### config.mk
export PLATFORM = sky130hd
export DESIGN_NAME = pattern_tx
export DESIGN_NICKNAME = d
export VERILOG_FILES = /design/src/rtl/pattern_tx.sv
export SDC_FILE = /design/constraint.sdc
export NUM_CORES = 1
export LEC_CHECK = 0
export CAP_MARGIN = 20
export CORE_MARGIN = 2
export CORE_UTILIZATION = 55
export CTS_CLUSTER_SIZE = 20
export DETAILED_ROUTE_END_ITERATION = 7
export PLACE_DENSITY_LB_ADDON = 0.2
export SLEW_MARGIN = 40
export SYNTH_ARGS = -nofsm -noshare
export SYNTH_HDL_FRONTEND = slang
export SYNTH_SLANG_ARGS = --single-unit
### constraint.sdc
create_clock -name clock -period 4.88 [get_ports clock]
set_clock_uncertainty 0.05 [all_clocks]
set_input_delay 0.976 -clock clock [delete_from_list [all_inputs] [get_ports clock]]
set_output_delay 0.976 -clock clock [all_outputs]
set_load 0.05 [all_outputs]
### src/rtl/pattern_tx.sv
// pattern_tx: serial pattern source. Accepts a parallel word over valid/ready and
// sends it as PREAMBLE (MSB first), then the word (MSB first), then one idle-high gap bit.
//
// state  | meaning
// -------+------------------------------------------------------------
// S_IDLE | line high, ready for a word
// S_PRE  | sending preamble bits, bit counter walks PRE_LEN-1 .. 0
// S_DATA | sending word bits from the shift register MSB
// S_GAP  | one idle-high bit period closing the frame
module pattern_tx #(
  parameter int                 WIDTH    = 8,
  parameter int                 DIV      = 1,
  parameter int                 PRE_LEN  = 4,
  parameter logic [PRE_LEN-1:0] PREAMBLE = 4'b0001
) (
  input  logic             clock,
  input  logic             reset,
  input  logic [WIDTH-1:0] data_in,
  input  logic             data_valid,
  output logic             data_ready,
  output logic             seq_out,
  output logic             bit_strobe,
  output logic             busy,
  output logic             frame_done
);

  // The bit counter indexes both the preamble and the word, so size it for the longer.
  localparam int CNT_MAX = (PRE_LEN > WIDTH) ? PRE_LEN : WIDTH;
  localparam int CW      = (CNT_MAX > 1) ? $clog2(CNT_MAX) : 1;
  localparam int DW      = (DIV > 1) ? $clog2(DIV) : 1;

  localparam logic [DW-1:0] DIV_LAST  = DW'(DIV - 1);
  localparam logic [CW-1:0] PRE_LAST  = CW'(PRE_LEN - 1);
  localparam logic [CW-1:0] WORD_LAST = CW'(WIDTH - 1);

  typedef enum logic [1:0] {
    S_IDLE = 2'd0,
    S_PRE  = 2'd1,
    S_DATA = 2'd2,
    S_GAP  = 2'd3
  } state_t;

  state_t           r_state;
  state_t           w_state_nxt;
  logic [DW-1:0]    r_div;
  logic [DW-1:0]    w_div_nxt;
  logic [CW-1:0]    r_bitcnt;
  logic [CW-1:0]    w_bitcnt_nxt;
  logic [WIDTH-1:0] r_shift;
  logic [WIDTH-1:0] w_shift_nxt;

  logic r_seq_out;
  logic r_ready;
  logic r_busy;
  logic r_bit_strobe;
  logic r_frame_done;

  logic w_bit_end;
  logic w_pre_bit;
  logic w_seq_nxt;

  assign w_bit_end = (r_div == DIV_LAST);

  // Next-state logic: divider, bit counter, shift register and state transitions.
  always_comb begin
    w_state_nxt  = r_state;
    w_div_nxt    = r_div;
    w_bitcnt_nxt = r_bitcnt;
    w_shift_nxt  = r_shift;

    if (r_state != S_IDLE) begin
      if (w_bit_end) begin
        w_div_nxt = '0;
      end else begin
        w_div_nxt = r_div + 1'b1;
      end
    end

    case (r_state)
      S_IDLE: begin
        // data_ready is always high here, so valid alone means accept.
        if (data_valid) begin
          w_state_nxt  = S_PRE;
          w_shift_nxt  = data_in;
          w_bitcnt_nxt = PRE_LAST;
          w_div_nxt    = '0;
        end
      end
      S_PRE: begin
        if (w_bit_end) begin
          if (r_bitcnt == '0) begin
            w_state_nxt  = S_DATA;
            w_bitcnt_nxt = WORD_LAST;
          end else begin
            w_bitcnt_nxt = r_bitcnt - 1'b1;
          end
        end
      end
      S_DATA: begin
        if (w_bit_end) begin
          w_shift_nxt = {r_shift[WIDTH-2:0], 1'b0};
          if (r_bitcnt == '0) begin
            w_state_nxt = S_GAP;
          end else begin
            w_bitcnt_nxt = r_bitcnt - 1'b1;
          end
        end
      end
      S_GAP: begin
        if (w_bit_end) begin
          w_state_nxt = S_IDLE;
        end
      end
      default: begin
        w_state_nxt = S_IDLE;
      end
    endcase
  end

  // Preamble bit selected by the upcoming bit counter value.
  always_comb begin
    w_pre_bit = 1'b1;
    for (int i = 0; i < PRE_LEN; i++) begin
      if (w_bitcnt_nxt == CW'(i)) begin
        w_pre_bit = PREAMBLE[i];
      end
    end
  end

  // Line value for the upcoming cycle; registered below so seq_out has no input path.
  always_comb begin
    w_seq_nxt = 1'b1;
    case (w_state_nxt)
      S_PRE:   w_seq_nxt = w_pre_bit;
      S_DATA:  w_seq_nxt = w_shift_nxt[WIDTH-1];
      default: w_seq_nxt = 1'b1;
    endcase
  end

  // State and output registers; reset wins over a same-cycle accept.
  always_ff @(posedge clock) begin
    if (reset) begin
      r_state      <= S_IDLE;
      r_div        <= '0;
      r_bitcnt     <= '0;
      r_shift      <= '0;
      r_seq_out    <= 1'b1;
      r_ready      <= 1'b1;
      r_busy       <= 1'b0;
      r_bit_strobe <= 1'b0;
      r_frame_done <= 1'b0;
    end else begin
      r_state      <= w_state_nxt;
      r_div        <= w_div_nxt;
      r_bitcnt     <= w_bitcnt_nxt;
      r_shift      <= w_shift_nxt;
      r_seq_out    <= w_seq_nxt;
      r_ready      <= (w_state_nxt == S_IDLE);
      r_busy       <= (w_state_nxt != S_IDLE);
      r_bit_strobe <= (w_state_nxt != S_IDLE) && (w_div_nxt == '0);
      r_frame_done <= (w_state_nxt == S_GAP) && (w_div_nxt == DIV_LAST);
    end
  end

  assign data_ready = r_ready;
  assign seq_out    = r_seq_out;
  assign busy       = r_busy;
  assign bit_strobe = r_bit_strobe;
  assign frame_done = r_frame_done;

endmodule

==> results.cfg, run 1 <==
[detailed_routing]
ant_nets = 0
num_vias = 844
via_per_inst = 5.589
drt-total-wl_um = 1969
drc = 0
post_drt_wl_per_cell_um = 13.04
first_pass_iters = 4
dr.first_iter.drc_count = 24

[floorplan]
coreArea_mm2 = 0.001708
die_x_um = 46.42
io_pins = 16
initial_core_util = 0.5795
rows = 15
die_h_um = 46.42
die_area_mm2 = 0.002155

[synthesis]
synthesis.instances = 113
syn_avg_cell_area_um2 = 8.758
synthTopCellsByArea = dfxtp_1 38%, ha_1 8.8%, a21oi_1 6.1%
synth_top_flop_cell = dfxtp_1
synth.most_common_cell = dfxtp_1
yosys-top-cells-count = 19 x dfxtp_1, 13 x nor2_1, 12 x a21oi_1
ys_async_sr_fraction = 0
yosys_warnings = 0
synth_top_cell_area_share = 0.3843
syn_area_um2 = 989.7
syn_nets = 131
ys_seq_area_frac = 0.3843
synth_cell_types = 33
synth_top_cell_by_area = dfxtp_1
ys_seq_elements = 19
synth-edff-count = 0

[critical_path]
critPathLaunchType = input pin
r2r_start = r_bitcnt[0]
cp.arrival_ns = 2.76
r2r_setup_slack_ns = 2.52
critPathCaptureType = flip-flop
cp.required_ns = 5.03
crit_fanout = 5
critPathLaunch = data_valid
crit_type = input pin to flip-flop

[pwr]
powerDensity_mw_per_mm2 = 403.1
p_leak_uw = 0.0004500
p_clk_frac = 0.173
power_switching_uw = 179.5
swShare = 0.3848
pwr-share-comb = 0.391
seqPwrFrac = 0.437
vdd_drop_max_v = 0.0002559
internal-power_uw = 287.0

[clocking]
htree_num_levels = 1
clk_latency_ns = 0.30
clk_root_buffer_cell = clkbuf_4
clock_sink_count = 19
cts_resized = 0
clkTransAtPathRegs_ns = 0.11
cts_setup_buffers = 0
numCtsBuffers = 3
cts_tree = done
hold_buffers = 0
clockBufferDepth = 2

[sta]
finalCritPeriodShare = 0.5353
final_max_slew_viol_count = 0
setup_viol = 0
setup-tns-final_ns = 0
max_freq_mhz = 382.8
timing.hold.ws_ns = 0.4157
hold_violations = 0
rsz0062_at_grt = no
finalCriticalPeriod_ns = 2.612
worst_pin_slew_ns = 0.6866
slew_headroom = 0.5417

[global_routing]
grt_pass1_wl_um = 3174
antenna_found_initial = 0
grtUsageTotal = 0.2074
grt_pass1_vias = 768
grt_max_degree = 22
overflow = 0

[status]
status = finished clean

[cells_and_area]
area_growth_pct = 16.94
layout.nets = 145
antenna_cells = 0
finalInstanceArea_mm2 = 0.001157
layout-drive-gt1-share = 0.07937
fillers = 136

[place]
place_area_mm2 = 0.001130
routabilityCongestion = 0.8237
hpwlAfterDp_um = 1385
portBuffers = 15

[min_path]
worstHoldStart = r_shift[2]
worst_hold_path_type = flip-flop to flip-flop

[run]
maxCapViolations = 0
-- area by class of cell --
class | instances | area (um^2) | area share
repair buffers | 15 | 150.1 | 0.1297
inverters | 10 | 37.54 | 0.03243
clock buffers | 3 | 22.52 | 0.01946
flip-flops and latches | 19 | 380.4 | 0.3286
multi-input cells | 78 | 530.5 | 0.4584
clock inverters | 1 | 5.005 | 0.004324
well taps | 25 | 31.28 | 0.02703
-- state kept, by name, indices dropped and copies added (netlist names) --
register and cells:
r_shift 8, r_state 2, r_bitcnt 3, bit_strobe 1, busy 1, seq_out 1
r_div 1, frame_done 1, data_ready 1
-- per-stage QoR --
step | utilization | cells | total power [uW] | setup WS [ns]
final | 0.6777 | 151 | 466.5 | 2.268
after floorplan | - | 113 | 340.9 | 2.657
after global placement | 0.6615 | 147 | 382.0 | 2.041
after global routing | 0.6777 | 151 | 496.6 | 2.107
after detailed placement | 0.6615 | 147 | 386.3 | 1.979
after CTS | 0.6777 | 151 | 467.9 | 2.306
-- metal layers --
layer,global-route usage,vias to the layer above,part of all wire
met2,0.3333,17,0.47
li1,-,423,-
met1,0.2792,402,0.49
met3,0.03529,2,0.029
met4,0.06857,0,0.0086
met5,0,-,0
-- path summary, 6_finish.rpt --
kind / end / depth (start not counted)
worst min register to register: r_shift[2] / 2
worst max register to register: seq_out / 11
worst min-delay path: r_shift[2] / 2
worst max-delay path: seq_out / 8
-- cell families after synthesis --
kind of cell             synth area share
AND/OR/NAND/NOR                    0.1922
buffers and inverters             0.07964
AO/OA/AOI/OAI                      0.2352
multiplexers                      0.02023
flip-flops                         0.3843
adder cells (fa/ha/maj)           0.08849
-- worst max-delay path, cell delays in order --
cell and delay [ns]:
clkdlybuf4s50_1 0.55, nor2_1 0.08, a21oi_1 0.15, o22ai_1 0.15, ha_1 0.33, nor2b_1 0.11
o21ai_0 0.10, a311o_1 0.32
-- power by group through the flow --
stage / clock [uW] / sequential (uW) / combinational, uW
after floorplan: 0 / 227 / 114
after global placement: 0 / 206 / 176
after detailed placement: 0 / 206 / 180
after CTS: 82.9 / 203 / 182
after global routing: 86.3 / 207 / 203
final: 80.5 / 204 / 182
-- cell usage in the layout (no fill, tap or decap) --
cell / Yosys / layout
a21boi_0: 1 / 1
a21oi_1: 12 / 12
a22oi_1: 8 / 8
a311o_1: 1 / 1
a31oi_1: 1 / 1
a32o_1: 1 / 1
and2_1: 1 / 1
and2b_1: 1 / 1
clkbuf_4: 0 / 3
clkdlybuf4s50_1: 0 / 15
clkinv_2: 0 / 1
dfxtp_1: 19 / 19
ha_1: 7 / 7
inv_1: 9 / 9
inv_2: 1 / 1
mux2i_1: 2 / 2
nand2_1: 7 / 7
nand2b_1: 1 / 1
nand3_1: 1 / 1
nor2_1: 13 / 13
nor2b_1: 3 / 3
nor3_1: 2 / 2
nor3b_1: 2 / 2
nor3b_2: 1 / 1
nor3b_4: 1 / 1
o211ai_1: 2 / 2
o21ai_0: 3 / 3
o22ai_1: 2 / 2
o311ai_0: 1 / 1
o32a_2: 1 / 1
o32ai_2: 1 / 1
or2_2: 1 / 1
or3b_1: 1 / 1
Power figures use the tool's default switching activity.
==> inputs of run 2 (changes only) <==
- CORE_UTILIZATION: 55 -> 46
- clock period: 4.88 -> 2.2 ns (I/O delays scaled with it)
==> run 2 against run 1 <==
Sequential power grew 120%. Cell count grew 12%. Sequential share of layout area shrank 3.6 points. Count of clock-buffer cells in the layout grew 1. Routed wire length grew 13%. Non-clock buffer count grew 16. Register-to-register slack lost 2.4 ns. Power grew 150%. Critical path type is now flip-flop to flip-flop. Critical endpoint unchanged.
==> results.cfg, run 2 (synthesis results as in run 1) <==
[cells_and_area]
final_common_cell = dfxtp_1
top_register = r_shift
layout-drive-gt1-share = 0.2394
area_growth_pct = 32.24
layout.nets = 161
antenna_cells = 0
reg.largest.list = r_shift (8), r_bitcnt (3), r_state (2)
final_cell_mix = 17 x dfxtp_1, 16 x buf_4, 15 x clkdlybuf4s50_1
largest_register_ffs = 8

[critical_path]
crit_slowest_cell = a311o_1
path_buf_inv = 3
crit_type = flip-flop to flip-flop
path_cells = inv_1, ha_2, and2b_2, inv_2, buf_4, ha_1, mux2i_1, a22oi_1, o21ai_1, a311o_1
r2r-end = seq_out
critical_path.top_delay_family = compound AO/OA/AOI/OAI gates
critPathLaunchType = flip-flop
cp.arrival_ns = 2.27
cpPeakStageDelay_ns = 0.37
crit_fanout = 4
cp_num_cells = 10
cp.required_ns = 2.34
r2r_setup_slack_ns = 0.08
r2r_start = r_bitcnt[0]
rr_worst_depth = 10
critPathCaptureType = flip-flop

[global_routing]
grt_pass1_vias = 873
busiest_layer = met2
grt_max_degree = 17
met3_usage = 0.05655
grtUsageMet2 = 0.3092
antenna_found_initial = 0
grt_pass1_wl_um = 3691
overflow = 0
grt_use_met1 = 0.2533
grtUsageTotal = 0.1919

[detailed_routing]
drt-total-wl_um = 2229
num_vias = 921
first_pass_iters = 4
dr.first_iter.drc_count = 34
ant_nets = 0
post_drt_wl_per_cell_um = 13.19
drc = 0
via_per_inst = 5.450

[clocking]
cts_tree = done
numCtsBuffers = 3
clk_latency_ns = 0.30
htree_num_levels = 1
clockBufferDepth = 2
clk_root_buffer_cell = clkbuf_4
clkTransAtPathRegs_ns = 0.10
clock_sink_count = 19
hold_buffers = 0

[sta]
worst_pin_slew_ns = 0.5024
setup-tns-final_ns = 0
setup_viol = 0
hold_violations = 0
finalCritPeriodShare = 0.9658
final_max_slew_viol_count = 0
max_freq_mhz = 470.7
slew_headroom = 0.6640
layout_setup_ws_ns = 0.07529
finalCriticalPeriod_ns = 2.125
timing.hold.ws_ns = 0.4175

[floorplan]
die_area_mm2 = 0.002539
die_h_um = 50.39
io_pins = 16
initial_core_util = 0.4944
rows = 16
die_x_um = 50.39
coreArea_mm2 = 0.002002

[place]
hpwlAfterDp_um = 1588
portBuffers = 15
dp_worst_setup_slack_ns = -0.09135
routabilityCongestion = 0.8620

[min_path]
worst_hold_path_type = flip-flop to flip-flop
hold_depth = 2
worstHoldStart = r_shift[4]
min_to = r_shift[4]

[pwr]
powerDensity_mw_per_mm2 = 876.0
vdd_drop_max_v = 0.0005960
p_total_uw = 1146
power_switching_uw = 426.7
seqPwrFrac = 0.384
internal-power_uw = 719.8
swShare = 0.3722
pwr-share-comb = 0.464
p_clk_frac = 0.152
p_leak_uw = 0.0005304

[run]
maxCapViolations = 0

[status]
status = finished clean
run 2: changes by cell type in the layout (fill, tap and decap cells not counted), sizes merged:
cell | before | now
clkinv | 1 | 0
buf | 0 | 16
clkbuf | 3 | 4
run 2: area by class of cell:
cell class | instances | area [um^2]
Fill cell | 165 | 693.2
Multi-Input combinational cell | 78 | 558.0
Sequential cell | 19 | 382.9
Timing Repair Buffer | 31 | 270.3
Inverter | 10 | 37.54
Tap cell | 27 | 33.78
Clock buffer | 4 | 26.28
run 2: what timing repair did:
action	CTS	global route
gates resized for setup	2	11
setup endpoints to repair	1	1
setup buffers	0	1
hold endpoints to repair	0	0
pin swaps	0	6
run 2: worst reg2reg max path: cells and delay by family (launching register included):
| kind | cells | cell delay, ns |
|---|---|---|
| simple gates | 1 | 0.18 |
| mux | 1 | 0.06 |
| buf+inv | 3 | 0.28 |
| fa+ha+maj | 2 | 0.45 |
| compound gates | 3 | 0.67 |
| flops | 1 | 0.35 |
run 2: power groups by stage:
| stage | clock network (uW) | logic (uW) | registers (uW) |
|---|---|---|---|
| 2_1_floorplan | 0 | 253 | 504 |
| 3_3_place_gp | 0 | 481 | 442 |
| 3_5_place_dp | 0 | 495 | 443 |
| 4_1_cts | 179 | 504 | 436 |
| 5_1_grt | 196 | 586 | 448 |
| 6_report | 174 | 532 | 440 |
run 2: how the worst max path moves through the flow:
stage,to,from,slack [ns]
2_1_floorplan,seq_out,r_bitcnt[0],0.16
6_report,seq_out,r_bitcnt[0],0.08
4_1_cts,seq_out,r_bitcnt[0],0.002
3_3_place_gp,seq_out,data_valid,0.001
5_1_grt,seq_out,r_bitcnt[0],-0.04
3_5_place_dp,seq_out,data_valid,-0.09
run 2: metal layers:
layer,vias to the layer above,wire length (um),part of all wire
li1,453,-,-
met5,-,0,0
met2,24,1060,0.48
met3,2,121,0.054
met4,0,9,0.0040
met1,442,1037,0.47
run 2: through the flow:
stage	utilization	instance area [um^2]	instances
after global placement	0.6219	1245	164
final	0.6538	1309	169
after floorplan	-	989.7	113
after detailed placement	0.6219	1245	164
after global routing	0.6538	1309	169
after CTS	0.6413	1284	168
==> inputs of run 3 (changes only) <==
- CAP_MARGIN: 20 -> 10
==> results of run 3 <==
Final layout, timing and power as in run 2 (identical DEF).
